<file path="config.mk">
export PLATFORM = sky130hd
export DESIGN_NAME = wb_regfile_flat
export DESIGN_NICKNAME = d
export VERILOG_FILES = /design/src/rtl/wb_regfile_if.sv /design/src/rtl/wb_regfile.sv /design/src/flat_wrapper.sv
export SDC_FILE = /design/constraint.sdc
export NUM_CORES = 1
export LEC_CHECK = 0
export CORE_UTILIZATION = 45
export DETAILED_ROUTE_END_ITERATION = 12
export GPL_TIMING_DRIVEN = 0
export SETUP_SLACK_MARGIN = 0.05
export SKIP_LAST_GASP = 1
export SYNTH_ARGS = -nofsm -noshare
export SYNTH_HDL_FRONTEND = slang
export SYNTH_SLANG_ARGS = --single-unit
export TNS_END_PERCENT = 30
</file>
<file path="constraint.sdc">
create_clock -name clk -period 2.75 [get_ports clk]
set_input_delay 0.275 -clock clk [delete_from_list [all_inputs] [get_ports clk]]
set_output_delay 0.275 -clock clk [all_outputs]
set_load 0.005 [all_outputs]
</file>
<file path="src/rtl/wb_regfile_if.sv">
// Writeback / register-read bus of the wb_regfile block.
// master drives MEM/WB fields and read indices; slave returns read data and status.
interface wb_regfile_if;
    logic        wb_mem_to_reg;
    logic        wb_write_reg;
    logic        wb_pcs;
    logic        wb_halt;
    logic [3:0]  wb_dst_reg;
    logic [15:0] wb_alu_out;
    logic [15:0] wb_mem_data;
    logic [15:0] wb_pc_nxt;
    logic [3:0]  rd_reg1;
    logic [3:0]  rd_reg2;
    logic [15:0] rd_data1;
    logic [15:0] rd_data2;
    logic [15:0] wb_data;
    logic        hlt;
    logic [15:0] wr_count;

    modport master (
        output wb_mem_to_reg, wb_write_reg, wb_pcs, wb_halt, wb_dst_reg,
        output wb_alu_out, wb_mem_data, wb_pc_nxt, rd_reg1, rd_reg2,
        input  rd_data1, rd_data2, wb_data, hlt, wr_count
    );

    modport slave (
        input  wb_mem_to_reg, wb_write_reg, wb_pcs, wb_halt, wb_dst_reg,
        input  wb_alu_out, wb_mem_data, wb_pc_nxt, rd_reg1, rd_reg2,
        output rd_data1, rd_data2, wb_data, hlt, wr_count
    );
endinterface

</file>
<file path="src/rtl/wb_regfile.sv">
// 16x16 register file with writeback mux, same-cycle write bypass,
// halt latch and saturating commit counter.
module wb_regfile (
    input  logic         clk,
    input  logic         rst_n,
    wb_regfile_if.slave  bus
);
    localparam int NUM_RD = 2;
    localparam logic [0:0] ST_RUN    = 1'b0;
    localparam logic [0:0] ST_HALTED = 1'b1;

    logic [0:0]  state;
    logic [15:0] regs [16];
    logic [15:0] wb_sel;
    logic [15:0] wr_cnt;
    logic        commit;

    logic [NUM_RD-1:0][3:0]  rd_idx;
    logic [NUM_RD-1:0][15:0] rd_val;

    always_comb begin
        wb_sel = bus.wb_alu_out;
        if (bus.wb_pcs)
            wb_sel = bus.wb_pc_nxt;
        else if (bus.wb_mem_to_reg)
            wb_sel = bus.wb_mem_data;
    end

    // dst 0 never commits, so regs[0] holds its reset value of zero forever
    assign commit = bus.wb_write_reg && (bus.wb_dst_reg != 4'd0) && (state == ST_RUN);

    always_ff @(posedge clk or negedge rst_n) begin
        if (!rst_n) begin
            state  <= ST_RUN;
            wr_cnt <= 16'h0000;
            for (int i = 0; i < 16; i++) regs[i] <= 16'h0000;
        end else begin
            if (commit) begin
                regs[bus.wb_dst_reg] <= wb_sel;
                if (wr_cnt != 16'hFFFF) wr_cnt <= wr_cnt + 16'd1;
            end
            if (state == ST_RUN && bus.wb_halt) state <= ST_HALTED;
        end
    end

    assign rd_idx = {bus.rd_reg2, bus.rd_reg1};

    // commit already excludes HALTED, so no bypass happens once halted
    for (genvar p = 0; p < NUM_RD; p++) begin : g_rd
        assign rd_val[p] = (commit && rd_idx[p] == bus.wb_dst_reg) ? wb_sel : regs[rd_idx[p]];
    end

    assign bus.rd_data1 = rd_val[0];
    assign bus.rd_data2 = rd_val[1];
    assign bus.wb_data  = wb_sel;
    assign bus.hlt      = (state == ST_HALTED);
    assign bus.wr_count = wr_cnt;
endmodule

</file>
<file path="src/flat_wrapper.sv">
// flat-port wrapper written by rule: the top's interface ports become plain ports
module wb_regfile_flat 
  (clk, rst_n, bus_wb_mem_to_reg, bus_wb_write_reg, bus_wb_pcs, bus_wb_halt, bus_wb_dst_reg, bus_wb_alu_out, bus_wb_mem_data, bus_wb_pc_nxt, bus_rd_reg1, bus_rd_reg2, bus_rd_data1, bus_rd_data2, bus_wb_data, bus_hlt, bus_wr_count);
  wb_regfile_if bus_i ();
  input  logic clk;
  input  logic rst_n;
  input wire logic [$bits(bus_i.wb_mem_to_reg)-1:0] bus_wb_mem_to_reg;
  input wire logic [$bits(bus_i.wb_write_reg)-1:0] bus_wb_write_reg;
  input wire logic [$bits(bus_i.wb_pcs)-1:0] bus_wb_pcs;
  input wire logic [$bits(bus_i.wb_halt)-1:0] bus_wb_halt;
  input wire logic [$bits(bus_i.wb_dst_reg)-1:0] bus_wb_dst_reg;
  input wire logic [$bits(bus_i.wb_alu_out)-1:0] bus_wb_alu_out;
  input wire logic [$bits(bus_i.wb_mem_data)-1:0] bus_wb_mem_data;
  input wire logic [$bits(bus_i.wb_pc_nxt)-1:0] bus_wb_pc_nxt;
  input wire logic [$bits(bus_i.rd_reg1)-1:0] bus_rd_reg1;
  input wire logic [$bits(bus_i.rd_reg2)-1:0] bus_rd_reg2;
  output wire logic [$bits(bus_i.rd_data1)-1:0] bus_rd_data1;
  output wire logic [$bits(bus_i.rd_data2)-1:0] bus_rd_data2;
  output wire logic [$bits(bus_i.wb_data)-1:0] bus_wb_data;
  output wire logic [$bits(bus_i.hlt)-1:0] bus_hlt;
  output wire logic [$bits(bus_i.wr_count)-1:0] bus_wr_count;
  assign bus_i.wb_mem_to_reg = bus_wb_mem_to_reg;
  assign bus_i.wb_write_reg = bus_wb_write_reg;
  assign bus_i.wb_pcs = bus_wb_pcs;
  assign bus_i.wb_halt = bus_wb_halt;
  assign bus_i.wb_dst_reg = bus_wb_dst_reg;
  assign bus_i.wb_alu_out = bus_wb_alu_out;
  assign bus_i.wb_mem_data = bus_wb_mem_data;
  assign bus_i.wb_pc_nxt = bus_wb_pc_nxt;
  assign bus_i.rd_reg1 = bus_rd_reg1;
  assign bus_i.rd_reg2 = bus_rd_reg2;
  assign bus_rd_data1 = bus_i.rd_data1;
  assign bus_rd_data2 = bus_i.rd_data2;
  assign bus_wb_data = bus_i.wb_data;
  assign bus_hlt = bus_i.hlt;
  assign bus_wr_count = bus_i.wr_count;
  wb_regfile u_core (.clk(clk), .rst_n(rst_n), .bus(bus_i));
endmodule
</file>
# Word-level counts from Yosys, hierarchy flattened
# Index checks and enable logic that the tools add are counted.
classes:
  addsub: 1
  n_lt_le_gt_ge: 4
  n_eq_ne: 3
  mux: 13
  bitwise: 4
  reduce_logical: 8
ops:
  columns: ["op", "count"]
  rows:
  - ["$bwmux 256", 1]
  - ["$mux 16", 9]
  - ["$bmux 16 s4", 2]
  - ["$demux 16 s4", 1]
  - ["$add 16x1->16 const B", 1]
  - ["$ne 16x16->1 const B", 1]
  - ["$ge 5x5->1 const B", 3]
  - ["$not 4->5", 3]
  - ["$eq 4x4->1", 2]
  - ["$logic_and 1x1->1", 6]
  - ["$lt 5x1->1 const B", 1]
  - ["$reduce_bool 4->1", 1]
  - ["$reduce_and 2->1", 1]
  - ["$not 1->1", 1]
totals:
  ff_bits: 273
  input_bits: 66
  output_inout_bits: 65
  word_cells: 51

# Logic depth before layout (Yosys ltp)
# Gate-level depths: netlist of the first run.
logic_depth:
  depth_word: 6
  depth_mapped: 8
  ltp_nobuf: 6

# Worst setup path after synthesis of the first run
# OpenSTA, ideal clock, no wires.
synth_path:
  path_kind: "in2out"
  from: "input port bus_rd_reg2[0]"
  to: "output port bus_rd_data2[7]"
  arrival_time_ns: 1.636
  t_required_ns: 2.475
  path_slack_ns: 0.839
  path_stages: 5
  cell_sequence: "buf_6 buf_4 mux4_1 a2111oi_0 a221oi_1"
synth_via:
  elab_chain_len: 5
  word_cells_on_any_way: 7
synth_lines:
  columns: ["item", "line_no", "source"]
  rows:
  - ["from (decl)", "flat_wrapper.sv:16", "input wire logic [$bits(bus_i.rd_reg2)-1:0] bus_rd_reg2;"]
  - ["$not 4->5 (not written as such)", "wb_regfile.sv:50", "assign rd_val[p] = (commit && rd_idx[p] == bus.wb_dst_reg) ? wb_sel : regs[rd_idx[p]];"]
  - ["$bmux 16 s4", "wb_regfile.sv:50", null]
  - ["$mux 16 (not written as such) (2 in series)", "wb_regfile.sv:50", null]
  - ["$mux 16 *", "wb_regfile.sv:50", null]
  - ["to (decl)", "flat_wrapper.sv:18", "output wire logic [$bits(bus_i.rd_data2)-1:0] bus_rd_data2;"]
# Every way passes the cells marked *; elsewhere a longest branch is shown, timed or not. The select of a mux whose other input is x is not followed.

# Worst setup path in the final report of the first run
layout_path:
  from: "register u_core.state, in the netlist u_core.bus.hlt"
  to: "output port bus_rd_data1[2]"
layout_via:
  elab_chain_len: 4
layout_lines:
  columns: ["item", "line_no", "source"]
  rows:
  - ["from (decl)", "wb_regfile.sv:12", "logic [0:0] state;"]
  - ["from (signal assigned)", "wb_regfile.sv:34", "state <= ST_RUN;"]
  - ["from (signal assigned)", "wb_regfile.sv:42", "if (state == ST_RUN && bus.wb_halt) state <= ST_HALTED;"]
  - ["$not 1->1", "wb_regfile.sv:30", "assign commit = bus.wb_write_reg && (bus.wb_dst_reg != 4'd0) && (state == ST_RUN);"]
  - ["$logic_and 1x1->1", "wb_regfile.sv:30", null]
  - ["$logic_and 1x1->1", "wb_regfile.sv:50", null]
  - ["$mux 16", "wb_regfile.sv:50", null]
  - ["to (decl)", "flat_wrapper.sv:17", "output wire logic [$bits(bus_i.rd_data1)-1:0] bus_rd_data1;"]
# Every way passes these cells.

==> results_tabular.tex, run 1 <==
\begin{tabular}{lr}
\hline
Metric & Value \\
\hline
\multicolumn{2}{l}{\textbf{CTS}} \\
\quad TritonCTS Buffers & 30 \\
\quad Clock tree from TritonCTS & yes \\
\quad Clock latency reported for the late side of the worst-skew pair & around 570 ps \\
\quad Deepest level of the CTS H-tree & 1 \\
\quad Cell at the root of the clock tree & sky130\_fd\_sc\_hd\_\_clkbuf\_16 \\
\quad Clock tree buffer depth & 3 \\
\quad Clock sink count & about 270 \\
\quad Clk slew on worst S/H paths & approximately 60 ps \\
\multicolumn{2}{l}{\textbf{Global route}} \\
\quad Global-route wire length before repair & between 80000 and 90000 um \\
\quad Total grt overflow & 0 \\
\quad Vias in the first global route & around 12000 \\
\quad Global-route usage over all layers & 33.8\% \\
\quad Pin count of the biggest net entering global routing & 121 \\
\quad Number of antenna violations at the first check in global routing & 3 \\
\multicolumn{2}{l}{\textbf{Routing}} \\
\quad Number of nets still failing antenna checks after routing & 0 \\
\quad Metal2 WL & 25000 um \\
\quad Post-route met1 wirelength & 21800 um \\
\quad WL/cell & roughly 28 um \\
\quad Remaining DRCs & 0 \\
\quad Detailed router's first-iteration violation count & 1318 \\
\quad DR top layer & met5 \\
\quad Total via count in the routed design & 12400 \\
\quad Detailed-routing iteration count for the pre-antenna-repair pass & 5 \\
\quad Number of vias per cell & approximately 6.3 \\
\quad Final WL & approximately 55000 um \\
\quad Routed met3 length & 5530 um \\
\multicolumn{2}{l}{\textbf{Worst setup path}} \\
\quad Maximum single-stage delay on the critical path & $\sim$420 ps \\
\quad Arrival time reported for the critical path endpoint & roughly 2600 ps \\
\quad Critical path startpoint category & register \\
\quad Crit path kind & register to primary output \\
\quad Crit path capture type & primary output \\
\quad Data required, critical path & 2480 ps \\
\quad Ordered list of cells on the worst path & nand2b\_4 > a21o\_4 > nor2\_4 > buf\_4 > buf\_12 > a2111oi\_4 > a221oi\_4 > dlygate4sd2\_1 \\
\quad Largest driver fanout on the critical path & 6 \\
\quad Slowest library cell on the worst path & sky130\_fd\_sc\_hd\_\_dfrtp\_1 \\
\quad Critical path buffer and inverter count & 3 \\
\quad Cell type group with the largest total delay on the critical path & compound AO/OA/AOI/OAI gates \\
\multicolumn{2}{l}{\textbf{Synth}} \\
\quad Portion of synthesized cell area occupied by the leading cell type & 46.5\% \\
\quad Area of the mapped netlist & roughly 15000 um2 \\
\quad Largest area contributor in the synthesized netlist & sky130\_fd\_sc\_hd\_\_dfrtp\_1 \\
\quad Count leader, synth & sky130\_fd\_sc\_hd\_\_dfrtp\_1 \\
\quad Number of flops mapped to enable cells by yosys & 0 \\
\quad Post-synthesis net count & 1367 \\
\quad Synthesis-stage register bit count & about 270 \\
\quad Number of warnings printed during yosys synthesis & 0 \\
\quad Largest cells by area after synthesis & sky130\_fd\_sc\_hd\_\_dfrtp\_1 47\%, sky130\_fd\_sc\_hd\_\_mux4\_2 16\%, sky130\_fd\_sc\_hd\_\_o21ai\_1 6.7\% \\
\quad Number of standard cells after synthesis & between 1000 and 1500 \\
\quad Per-instance average area after synthesis & between 10 and 15 um2 \\
\quad Synth async-reset ratio & 100\% \\
\quad Most used flip-flop cell after synthesis & sky130\_fd\_sc\_hd\_\_dfrtp\_1 \\
\quad Commonest cells in the synthesized netlist & 273 x sky130\_fd\_sc\_hd\_\_dfrtp\_1, 256 x sky130\_fd\_sc\_hd\_\_nand2\_1, 198 x sky130\_fd\_sc\_hd\_\_o21ai\_1, 104 x sky130\_fd\_sc\_hd\_\_mux4\_2, 85 x sky130\_fd\_sc\_hd\_\_clkbuf\_1 \\
\quad Library cells used by synthesis & 43 \\
\quad Sequential cell area fraction in the yosys report & 46.5\% \\
\multicolumn{2}{l}{\textbf{Final layout}} \\
\quad Area taken by flip-flops and latches & 6830 um2 \\
\quad Final core utilization & between 60\% and 70\% \\
\quad Area growth syn-to-layout & 31.1\% \\
\quad Filler Cells Inserted & about 2600 \\
\quad Nets@finish & 1573 \\
\quad Share of layout cells above drive strength 1 & 26.4\% \\
\quad Total area of multi-input combinational cells & 8220 um2 \\
\multicolumn{2}{l}{\textbf{Outcome}} \\
\quad Outcome & finished with violations \\
\quad Violations in the final reports & negative setup slack \\
\multicolumn{2}{l}{\textbf{Placement}} \\
\quad Worst slack after detailed placement & -1220 ps \\
\quad PortBufs & around 120 \\
\quad Global placer's final weighted congestion & 1.03 \\
\quad Final HPWL DP & about 37000 um \\
\multicolumn{2}{l}{\textbf{Pwr}} \\
\quad Leakage power summed over all cells & a little under 8 nW \\
\quad Overall power & approximately 9.5 mW \\
\quad Max IR drop VDD & about 0.44 mV \\
\quad Power density of the placed cells & 496 nW/um2 \\
\multicolumn{2}{l}{\textbf{STA}} \\
\quad Setup-failing EPs final & 20 \\
\quad Clock period minus final worst setup slack & 2860 ps \\
\quad Unrepaired setup endpoints after global routing & yes \\
\quad Post-route worst setup slack & -109 ps \\
\quad Final worst-path cycle share & 104\% \\
\quad Post-Route Skew & between 10 and 15 ps \\
\quad Worst-Margin Slew & between 1000 and 1500 ps \\
\quad Slew HR & between 10\% and 20\% \\
\quad Max-slew violation count & 0 \\
\quad Max Fclk & 350 MHz \\
\quad Final-report hold violation count & 0 \\
\multicolumn{2}{l}{\textbf{Floorplan}} \\
\quad Vertical die dimension & around 180 um \\
\quad Number of primary I/O pins & $\sim$130 \\
\quad Core Area & about 32000 um2 \\
\quad Total number of placement rows & 65 \\
\quad Floorplan die area & roughly 33000 um2 \\
\quad Die boundary width & $\sim$180 um \\
\quad Starting density of the core & 46.2\% \\
\multicolumn{2}{l}{\textbf{Worst hold path}} \\
\quad Class of the tightest hold or removal check & input pin to async pin \\
\multicolumn{2}{l}{\textbf{Run}} \\
\quad Max-capacitance violation count & 0 \\
\hline
\end{tabular}
[metal layers]
metal  up-vias  track usage (%)
li1       5190                -
met1      6321             45.9
met2       689             52.3
met3       158             7.34
met4         2             14.8
met5         -            0.593
[cell usage in the layout (no fill, tap or decap), drive strengths merged, types with 32 or more instances in the layout]
master / n
buf: 112
a2111oi: 32
clkbuf: 139
mux4: 128
nand2: 256
a221oi: 32
o21ai: 240
nor2b: 37
clkdlybuf4s50: 86
mux2i: 48
dfrtp: 273
[power breakdown]
group	internal, mW	switching (mW)
clock	2.29	1.66
combinational	0.606	0.817
sequential	4.10	0.0700
[flip-flops by register name, summed over array words and instances (netlist names)]
register	flops
u_core.bus.hlt	1
u_core.regs	256
u_core.bus.wr_count	16
[area by class of cell]
class	instances	area share [%]
Clock buffer	49	4.64
Sequential cell	273	35.5
Tap cell	435	2.83
Clock inverter	4	0.247
Inverter	17	0.332
Antenna cell	2	0.0260
Multi-Input combinational cell	872	42.7
Buffer	138	5.20
Timing Repair Buffer	174	8.49
[path summary, 6_finish.rpt]
check,depth (start not counted),slack [ps],endpoint,startpoint
max,8,-110,bus_rd_data1[2],u_core.bus.hlt
min,2,180,u_core.bus.wr_count[8],rst_n
max reg2reg,7,360,u_core.regs[16],u_core.bus.hlt
min reg2reg,1,480,u_core.regs[242],u_core.regs[242]
max in group asynchronous,3,1650,u_core.regs[156],rst_n
min in group clk,2,270,u_core.bus.hlt,bus_wb_halt
[cell families after synthesis]
logic type | synth area share [%]
mux | 23.6
buf+inv | 5.06
compound gates | 13.1
xor+xnor | 1.37
simple gates | 10.3
fa+ha+maj | 0.0852
flops | 46.5
[stage by stage]
stage                     std cells  setup TNS [ps]  hold slack (ps)  instance area [um2]
final                          1964           -1120              180                19200
after global routing           1962           -2150              207                19200
after CTS                      1942           -1750              187                19100
after detailed placement       1860          -61530              172                16500
after global placement         1858        -2949490              448                16500
after floorplan                1300               0            -20.6                14700
[repair_timing]
item	in CTS	in global routing
buffers inserted	26	20
resized for setup	344	31
gates cloned	2	0
hold buffers	1	0
setup endpoints to repair	57	46
pin swaps	30	6
hold endpoints to repair	33	0
Note: power is estimated with default switching activity, not from simulation.
==> run 2, diff against run 1 <==
--- a/config.mk
+++ b/config.mk
@@ -6,8 +6,10 @@
 export NUM_CORES = 1
 export LEC_CHECK = 0
 export CORE_UTILIZATION = 45
+export CTS_CLUSTER_SIZE = 40
 export DETAILED_ROUTE_END_ITERATION = 12
 export GPL_TIMING_DRIVEN = 0
+export HOLD_SLACK_MARGIN = 0.03
 export SETUP_SLACK_MARGIN = 0.05
 export SKIP_LAST_GASP = 1
 export SYNTH_ARGS = -nofsm -noshare
==> constraint.sdc (replaced) <==
create_clock -name clk -period 2.75 [get_ports clk]
set_input_delay 0.6875 -clock clk [delete_from_list [all_inputs] [get_ports clk]]
set_output_delay 0.6875 -clock clk [all_outputs]
set_load 0.005 [all_outputs]
==> run 2 against run 1 <==
Compared with the run above: the run still ends with negative setup slack left; worst hold slack better by 300 ps; critical path depth unchanged; design area grew 7.8%; combinational power is 22% higher; clock power is 2% higher; routed wire length increased by 7.5%; flip-flop and latch count unchanged; cell count up 3.2%; core utilization up 4.7 points.
==> results_tabular.tex, run 2 (synthesis results as in run 1) <==
\begin{tabular}{lr}
\hline
Metric & Value \\
\hline
\multicolumn{2}{l}{\textbf{Outcome}} \\
\quad Violations in the final reports & negative setup slack \\
\quad Outcome & finished with violations \\
\multicolumn{2}{l}{\textbf{CTS}} \\
\quad Clock sink count & 273 (unchanged) \\
\quad Clock tree from TritonCTS & yes \\
\quad Clk slew on worst S/H paths & 60 ps (about the same) \\
\quad Cell at the root of the clock tree & sky130\_fd\_sc\_hd\_\_clkbuf\_16 \\
\quad Deepest level of the CTS H-tree & 1 (unchanged) \\
\quad Clock latency reported for the late side of the worst-skew pair & 560 ps (about the same) \\
\quad Clock tree buffer depth & 3 (unchanged) \\
\quad TritonCTS Buffers & 31 (+3.3\%) \\
\multicolumn{2}{l}{\textbf{STA}} \\
\quad Final worst-path cycle share & 114\% (+10 points) \\
\quad Max-slew violation count & 0 (unchanged) \\
\quad Slew HR & 25.0\% (+11 points) \\
\quad Clock period minus final worst setup slack & 3140 ps (+285 ps) \\
\quad Post-route worst setup slack & -395 ps (-285 ps) \\
\quad Final-report hold violation count & 0 (unchanged) \\
\quad Post-Route Skew & 15.2 ps (+2.85 ps) \\
\quad Unrepaired setup endpoints after global routing & yes \\
\quad Worst-Margin Slew & 1120 ps (-165 ps) \\
\quad Max Fclk & 318 MHz (-9.1\%) \\
\quad Post-route setup TNS & -11590 ps (-10460 ps) \\
\quad Setup-failing EPs final & 38 (+90\%) \\
\multicolumn{2}{l}{\textbf{Worst hold path}} \\
\quad Class of the tightest hold or removal check & register to register \\
\multicolumn{2}{l}{\textbf{Pwr}} \\
\quad Power density of the placed cells & 479 nW/um2 (-3.4\%) \\
\quad Max IR drop VDD & 0.467 mV (+5.0\%) \\
\quad Leakage power summed over all cells & 8.54 nW (+7.9\%) \\
\multicolumn{2}{l}{\textbf{Global route}} \\
\quad Global-route usage over all layers & 36.5\% (+2.7 points) \\
\quad Total grt overflow & 0 (unchanged) \\
\quad Pin count of the biggest net entering global routing & 120 (-0.83\%) \\
\quad Number of antenna violations at the first check in global routing & 4 (+1) \\
\quad Vias in the first global route & 13100 (+6.3\%) \\
\quad Global-route wire length before repair & 87600 um (+7.3\%) \\
\multicolumn{2}{l}{\textbf{Final layout}} \\
\quad Leading cell type in the layout, fill and taps excluded & sky130\_fd\_sc\_hd\_\_dfrtp\_1 \\
\quad Nets@finish & 1635 (+3.9\%) \\
\quad Largest Register & u\_core.regs \\
\quad Share of layout cells above drive strength 1 & 34.2\% (+7.8 points) \\
\quad Most frequent cells in the layout & 273 x sky130\_fd\_sc\_hd\_\_dfrtp\_1, 256 x sky130\_fd\_sc\_hd\_\_nand2\_1, 198 x sky130\_fd\_sc\_hd\_\_o21ai\_1 \\
\quad Flip-flop count of the largest register after layout & 256 (unchanged) \\
\quad Area growth syn-to-layout & 41.2\% \\
\multicolumn{2}{l}{\textbf{Worst setup path}} \\
\quad Cell repeated most along the worst path & sky130\_fd\_sc\_hd\_\_buf\_12 \\
\quad Ordered list of cells on the worst path & buf\_12 > buf\_12 > buf\_12 > buf\_16 > mux4\_2 > a2111oi\_4 > a221oi\_4 > buf\_2 \\
\quad Largest driver fanout on the critical path & 7 (+1) \\
\quad Crit path capture type & primary output \\
\quad Data required, critical path & 2060 ps (-420 ps) \\
\quad Crit path launch & bus\_rd\_reg1[0] \\
\quad Reg2reg path depth & 8 (+1) \\
\quad Worst setup path endpoint & bus\_rd\_data1[0] \\
\quad Destination of the worst register-to-register timing path & u\_core.regs[155] \\
\quad Crit path kind & input pin to primary output \\
\quad R2r setup slk & 460 ps (+100 ps) \\
\quad Maximum single-stage delay on the critical path & 570 ps (+150 ps) \\
\quad Worst reg2reg path startpoint & u\_core.bus.hlt \\
\quad Arrival time reported for the critical path endpoint & 2460 ps (-120 ps) \\
\quad Critical path startpoint category & input pin \\
\quad Slowest library cell on the worst path & sky130\_fd\_sc\_hd\_\_mux4\_2 \\
\multicolumn{2}{l}{\textbf{Routing}} \\
\quad WL/cell & 29.2 um (+4.2\%) \\
\quad Number of vias per cell & 6.36 (+1.0\%) \\
\quad Detailed-routing iteration count for the pre-antenna-repair pass & 7 (+2) \\
\quad Detailed router's first-iteration violation count & 1438 (+9.1\%) \\
\quad Total via count in the routed design & 12900 (+4.3\%) \\
\quad Remaining DRCs & 0 (unchanged) \\
\quad Final WL & 59300 um (+7.5\%) \\
\quad Number of nets still failing antenna checks after routing & 0 (unchanged) \\
\multicolumn{2}{l}{\textbf{Placement}} \\
\quad Global placer's final weighted congestion & 0.941 (-8.3\%) \\
\quad PortBufs & 123 (unchanged) \\
\quad Final HPWL DP & 37100 um (+0.14\%) \\
\quad Worst slack after detailed placement & -1870 ps (-648 ps) \\
\multicolumn{2}{l}{\textbf{Floorplan}} \\
\quad Total number of placement rows & 65 (unchanged) \\
\quad Core Area & 31800 um2 (unchanged) \\
\quad Die boundary width & 183 um (unchanged) \\
\quad Vertical die dimension & 183 um (unchanged) \\
\quad Starting density of the core & 46.2\% (unchanged) \\
\quad Floorplan die area & 33400 um2 (unchanged) \\
\quad Number of primary I/O pins & 131 (unchanged) \\
\multicolumn{2}{l}{\textbf{Run}} \\
\quad Max-capacitance violation count & 0 (unchanged) \\
\hline
\end{tabular}
## run 2: cell count changes in the layout (fill, tap and decap cells not counted), sizes merged, moves of 5 or more
| cell | previous run | this run |
|---|---|---|
| dlygate4sd2 | 17 | 3 |
| buf | 112 | 203 |
| clkbuf | 139 | 131 |
| clkinv | 2 | 7 |
| dlymetal6s2s | 0 | 8 |
| clkdlybuf4s50 | 86 | 67 |
## run 2: worst max-delay path: cells and delay by family
family / cells / cell delay [ps]
AOI/OAI and AO/OA: 2 / 560
buffers and inverters: 5 / 630
muxes: 1 / 570
## run 2: how the worst min path moves through the flow
stage | start | to | slack, ps | cells after the start
finish | u_core.regs[244] | u_core.regs[244] | 480 | 1
global placement | u_core.regs[255] | u_core.regs[255] | 450 | 1
global route | u_core.regs[253] | u_core.regs[253] | 510 | 1
CTS | u_core.regs[244] | u_core.regs[244] | 480 | 1
floorplan | rst_n | u_core.bus.hlt | 390 | 0
detailed placement | u_core.regs[241] | u_core.regs[241] | 460 | 1
## run 2: timing repair
action / 4_1_cts / 5_1_grt
endpoints found under the setup margin: 111 / 48
buffers inserted: 81 / 18
hold endpoints to repair: 35 / 0
hold buffers: 1 / 0
cloned: 12 / 0
gates resized for setup: 607 / 43
pin swaps: 54 / 12
## run 2: power by group
part,internal [mW],switching [mW]
Clock,2.31,1.72
Sequential,4.10,0.0700
Combinational,0.807,0.923
Total,7.22,2.72
## run 2: per-stage QoR
stage               util [%]  power [mW]  instance area (um2)  hold WS [ps]  std cells
global route            65.2        10.2                20700           507       2024
global placement        51.8        5.36                16500           450       1858
detailed placement      52.0        5.37                16500           462       1860
CTS                     64.6        9.85                20500           480       2008
floorplan                  -        4.78                14700           392       1300
finish                  65.2        9.94                20700           478       2027
## run 2: layout make-up
type                            count  area, um2
Multi-Input combinational cell    872       8630
Clock inverter                      8       68.8
Buffer                            136       1270
Fill cell                        2324      11100
Inverter                           17       63.8
Timing Repair Buffer              237       2430
Tap cell                          435        544
Sequential cell                   273       6830
Antenna cell                        3       7.51
Clock buffer                       46        892
## run 2: layer usage
layer,vias up,GRT usage [%],wire length [um],part of all wire [%]
met5,-,1.63,82,0.14
met4,4,20.1,3750,6.3
met3,216,9.04,6350,11
met2,819,55.2,26600,45
met1,6537,48.3,22500,38
li1,5313,-,-,-
==> run 3, diff against run 2 <==
--- a/config.mk
+++ b/config.mk
@@ -10,6 +10,7 @@
 export DETAILED_ROUTE_END_ITERATION = 12
 export GPL_TIMING_DRIVEN = 0
 export HOLD_SLACK_MARGIN = 0.03
+export PLACE_DENSITY = 0.76
 export SETUP_SLACK_MARGIN = 0.05
 export SKIP_LAST_GASP = 1
 export SYNTH_ARGS = -nofsm -noshare
==> run 3 against run 2 <==
Compared with the run above: the flow still finishes with violations (negative setup slack); die area stayed put; via count rose by 9.4%; non-clock buffer count rose by 1; setup slack got worse by 560 ps; count of clock-buffer cells in the layout rose by 2; clock power is 6.9% higher; worst hold slack got worse by 470 ps; sequential power about the same; core utilization shrank 0.87 points; critical path type unchanged; largest cell class unchanged.
==> results_tabular.tex, run 3 (synthesis results as in run 1) <==
\begin{tabular}{lr}
\hline
Metric & Value \\
\hline
\multicolumn{2}{l}{\textbf{Worst setup path}} \\
\quad Crit path capture type & primary output \\
\quad Arrival time reported for the critical path endpoint & 3020 ps (+560 ps) \\
\quad Critical path startpoint category & input pin \\
\quad Largest driver fanout on the critical path & 8 (+1) \\
\quad Crit path kind & input pin to primary output \\
\quad Data required, critical path & 2060 ps (about the same) \\
\quad Reg2reg path depth & 7 (-1) \\
\multicolumn{2}{l}{\textbf{Routing}} \\
\quad WL/cell & 32.5 um (+11\%) \\
\quad Detailed router's first-iteration violation count & 1998 (+39\%) \\
\quad Number of nets still failing antenna checks after routing & 0 (unchanged) \\
\quad Detailed-routing iteration count for the pre-antenna-repair pass & 8 (+1) \\
\quad Total via count in the routed design & 14100 (+9.4\%) \\
\quad Final WL & 66100 um (+11\%) \\
\quad Number of vias per cell & 6.94 (+9.2\%) \\
\quad Remaining DRCs & 0 (unchanged) \\
\multicolumn{2}{l}{\textbf{Floorplan}} \\
\quad Vertical die dimension & 183 um (unchanged) \\
\quad Floorplan die area & 33400 um2 (unchanged) \\
\quad Starting density of the core & 46.2\% (unchanged) \\
\quad Core Area & 31800 um2 (unchanged) \\
\quad Die boundary width & 183 um (unchanged) \\
\quad Number of primary I/O pins & 131 (unchanged) \\
\quad Total number of placement rows & 65 (unchanged) \\
\multicolumn{2}{l}{\textbf{Worst hold path}} \\
\quad Class of the tightest hold or removal check & input pin to async pin \\
\multicolumn{2}{l}{\textbf{Pwr}} \\
\quad Net switching share of the total power & 27.5\% (+0.19 points) \\
\quad Power density of the placed cells & 498 nW/um2 (+3.9\%) \\
\quad Cell-internal power & 7.38 mW (+2.3\%) \\
\quad Net switching power & 2.80 mW (+3.2\%) \\
\quad Max IR drop VDD & 0.475 mV (+1.8\%) \\
\quad Part of the power in combinational logic & 16.5\% (-0.9 points) \\
\quad Flop pwr share & 41.0\% (-1.0 points) \\
\quad Leakage power summed over all cells & 8.43 nW (-1.3\%) \\
\quad Clock network fraction of design power & 42.4\% (+1.8 points) \\
\multicolumn{2}{l}{\textbf{Final layout}} \\
\quad Leading cell type in the layout, fill and taps excluded & sky130\_fd\_sc\_hd\_\_dfrtp\_1 \\
\quad Nets@finish & 1635 (unchanged) \\
\quad Largest Register & u\_core.regs \\
\quad Share of layout cells above drive strength 1 & 33.4\% (-0.86 points) \\
\quad Flip-flop count of the largest register after layout & 256 (unchanged) \\
\quad Area taken by flip-flops and latches & 6830 um2 (unchanged) \\
\quad Area growth syn-to-layout & 39.4\% \\
\quad Filler Cells Inserted & 2181 (-6.2\%) \\
\quad Final core utilization & 64.3\% (-0.87 points) \\
\quad Total area of multi-input combinational cells & 8500 um2 (-1.6\%) \\
\quad Most frequent cells in the layout & 273 x sky130\_fd\_sc\_hd\_\_dfrtp\_1, 256 x sky130\_fd\_sc\_hd\_\_nand2\_1, 198 x sky130\_fd\_sc\_hd\_\_o21ai\_1 \\
\multicolumn{2}{l}{\textbf{STA}} \\
\quad Clock period minus final worst setup slack & 3710 ps (+561 ps) \\
\quad Smallest hold slack & 9.52 ps (-468 ps) \\
\quad Worst-Margin Slew & 898 ps (-227 ps) \\
\quad Final-report hold violation count & 0 (unchanged) \\
\quad Setup-failing EPs final & 46 (+21\%) \\
\quad Final worst-path cycle share & 135\% (+20 points) \\
\quad Max Fclk & 270 MHz (-15\%) \\
\quad Slew HR & 40.2\% (+15 points) \\
\quad Post-Route Skew & 9.19 ps (-6.02 ps) \\
\quad Unrepaired setup endpoints after global routing & yes \\
\quad Post-route worst setup slack & -956 ps (-561 ps) \\
\quad Max-slew violation count & 0 (unchanged) \\
\multicolumn{2}{l}{\textbf{Placement}} \\
\quad Final HPWL DP & 35900 um (-3.2\%) \\
\quad PortBufs & 123 (unchanged) \\
\quad Global placer's final weighted congestion & 0.960 (+2.1\%) \\
\multicolumn{2}{l}{\textbf{CTS}} \\
\quad Cell at the root of the clock tree & sky130\_fd\_sc\_hd\_\_clkbuf\_16 \\
\quad Deepest level of the CTS H-tree & 1 (unchanged) \\
\quad Clock latency reported for the late side of the worst-skew pair & 580 ps (+20 ps) \\
\quad Clock tree buffer depth & 3 (unchanged) \\
\quad Clk slew on worst S/H paths & 60 ps (about the same) \\
\quad TritonCTS Buffers & 30 (-3.2\%) \\
\quad Clock sink count & 273 (unchanged) \\
\quad Clock tree from TritonCTS & yes \\
\multicolumn{2}{l}{\textbf{Global route}} \\
\quad Total grt overflow & 0 (unchanged) \\
\quad Vias in the first global route & 14200 (+8.4\%) \\
\quad Pin count of the biggest net entering global routing & 127 (+5.8\%) \\
\quad Number of antenna violations at the first check in global routing & 6 (+2) \\
\quad Global-route wire length before repair & 92900 um (+6.1\%) \\
\quad Global-route usage over all layers & 38.7\% (+2.2 points) \\
\multicolumn{2}{l}{\textbf{Outcome}} \\
\quad Violations in the final reports & negative setup slack \\
\quad Outcome & finished with violations \\
\multicolumn{2}{l}{\textbf{Run}} \\
\quad Max-capacitance violation count & 0 (unchanged) \\
\hline
\end{tabular}
## run 3: changes by cell type in the layout (fill, tap and decap cells not counted), sizes merged, moves of 2 or more
cell,previous run,this run
clkinv,7,3
clkdlybuf4s15,4,2
buf,203,199
bufbuf,2,0
clkdlybuf4s50,67,78
diode,3,5
dlymetal6s2s,8,1
clkbuf,131,138
bufinv,1,3
## run 3: final timing paths
| check | end | slack (ps) | from |
|---|---|---|---|
| max reg2reg | u_core.regs[172] | 30 | u_core.bus.hlt |
| min reg2reg | u_core.regs[247] | 490 | u_core.regs[247] |
| min in group clk | u_core.regs[247] | 490 | u_core.regs[247] |
| max | bus_rd_data2[4] | -960 | bus_wb_dst_reg[2] |
| max in group asynchronous | u_core.regs[24] | 1710 | rst_n |
| min | u_core.bus.wr_count[4] | 10 | rst_n |
## run 3: cell type report
class                           instances  share of cell area (%)
Multi-Input combinational cell        872                    41.5
Sequential cell                       273                    33.4
Timing Repair Buffer                  236                    11.0
Buffer                                138                    6.04
Clock buffer                           48                    4.49
Tap cell                              435                    2.66
Clock inverter                          7                   0.550
Inverter                               17                   0.312
Antenna cell                            5                  0.0612
## run 3: what timing repair did
item,4_1_cts,5_1_grt
buffers inserted,69,33
hold buffers,0,0
setup endpoints to repair,86,48
gates resized for setup,550,39
cloned,9,2
pin swaps,50,19
## run 3: per-stage QoR
stage / power, mW / setup TNS [ps] / instance area, um2 / instances / worst slack (ps)
5_1_grt: 10.4 / -26520 / 20500 / 2027 / -1030
3_5_place_dp: 5.36 / -129010 / 16500 / 1860 / -1830
6_report: 10.2 / -24700 / 20500 / 2031 / -956
2_1_floorplan: 4.78 / 0 / 14700 / 1300 / 40.1
4_1_cts: 9.92 / -13670 / 20100 / 1993 / -372
3_3_place_gp: 5.33 / -3004060 / 16500 / 1858 / -10580
## run 3: power groups by stage
| stage | clock (mW) | sequential [mW] | combinational [mW] |
|---|---|---|---|
| floorplan | 0 | 4.22 | 0.558 |
| global placement | 0 | 4.23 | 1.10 |
| detailed placement | 0 | 4.24 | 1.12 |
| CTS | 4.23 | 4.17 | 1.53 |
| global route | 4.45 | 4.18 | 1.73 |
| finish | 4.32 | 4.18 | 1.68 |
## run 3: worst max-delay path, cell delays in order
cell and delay [ps]:
sky130_fd_sc_hd__buf_2 190, sky130_fd_sc_hd__xnor2_1 570, sky130_fd_sc_hd__nand4_1 240, sky130_fd_sc_hd__nor2_4 220
sky130_fd_sc_hd__buf_6 140, sky130_fd_sc_hd__nor2b_1 50, sky130_fd_sc_hd__buf_6 150, sky130_fd_sc_hd__buf_12 150
sky130_fd_sc_hd__a221oi_4 400, sky130_fd_sc_hd__buf_2 200
## run 3: per-layer routing
| layer | vias to the layer above | part of all wire, % | GRT usage (%) |
|---|---|---|---|
| met5 | - | 0.089 | 0 |
| met4 | 6 | 9.9 | 27.5 |
| met3 | 486 | 16 | 18.2 |
| met2 | 1352 | 43 | 58.0 |
| met1 | 6932 | 31 | 43.5 |
| li1 | 5327 | - | - |
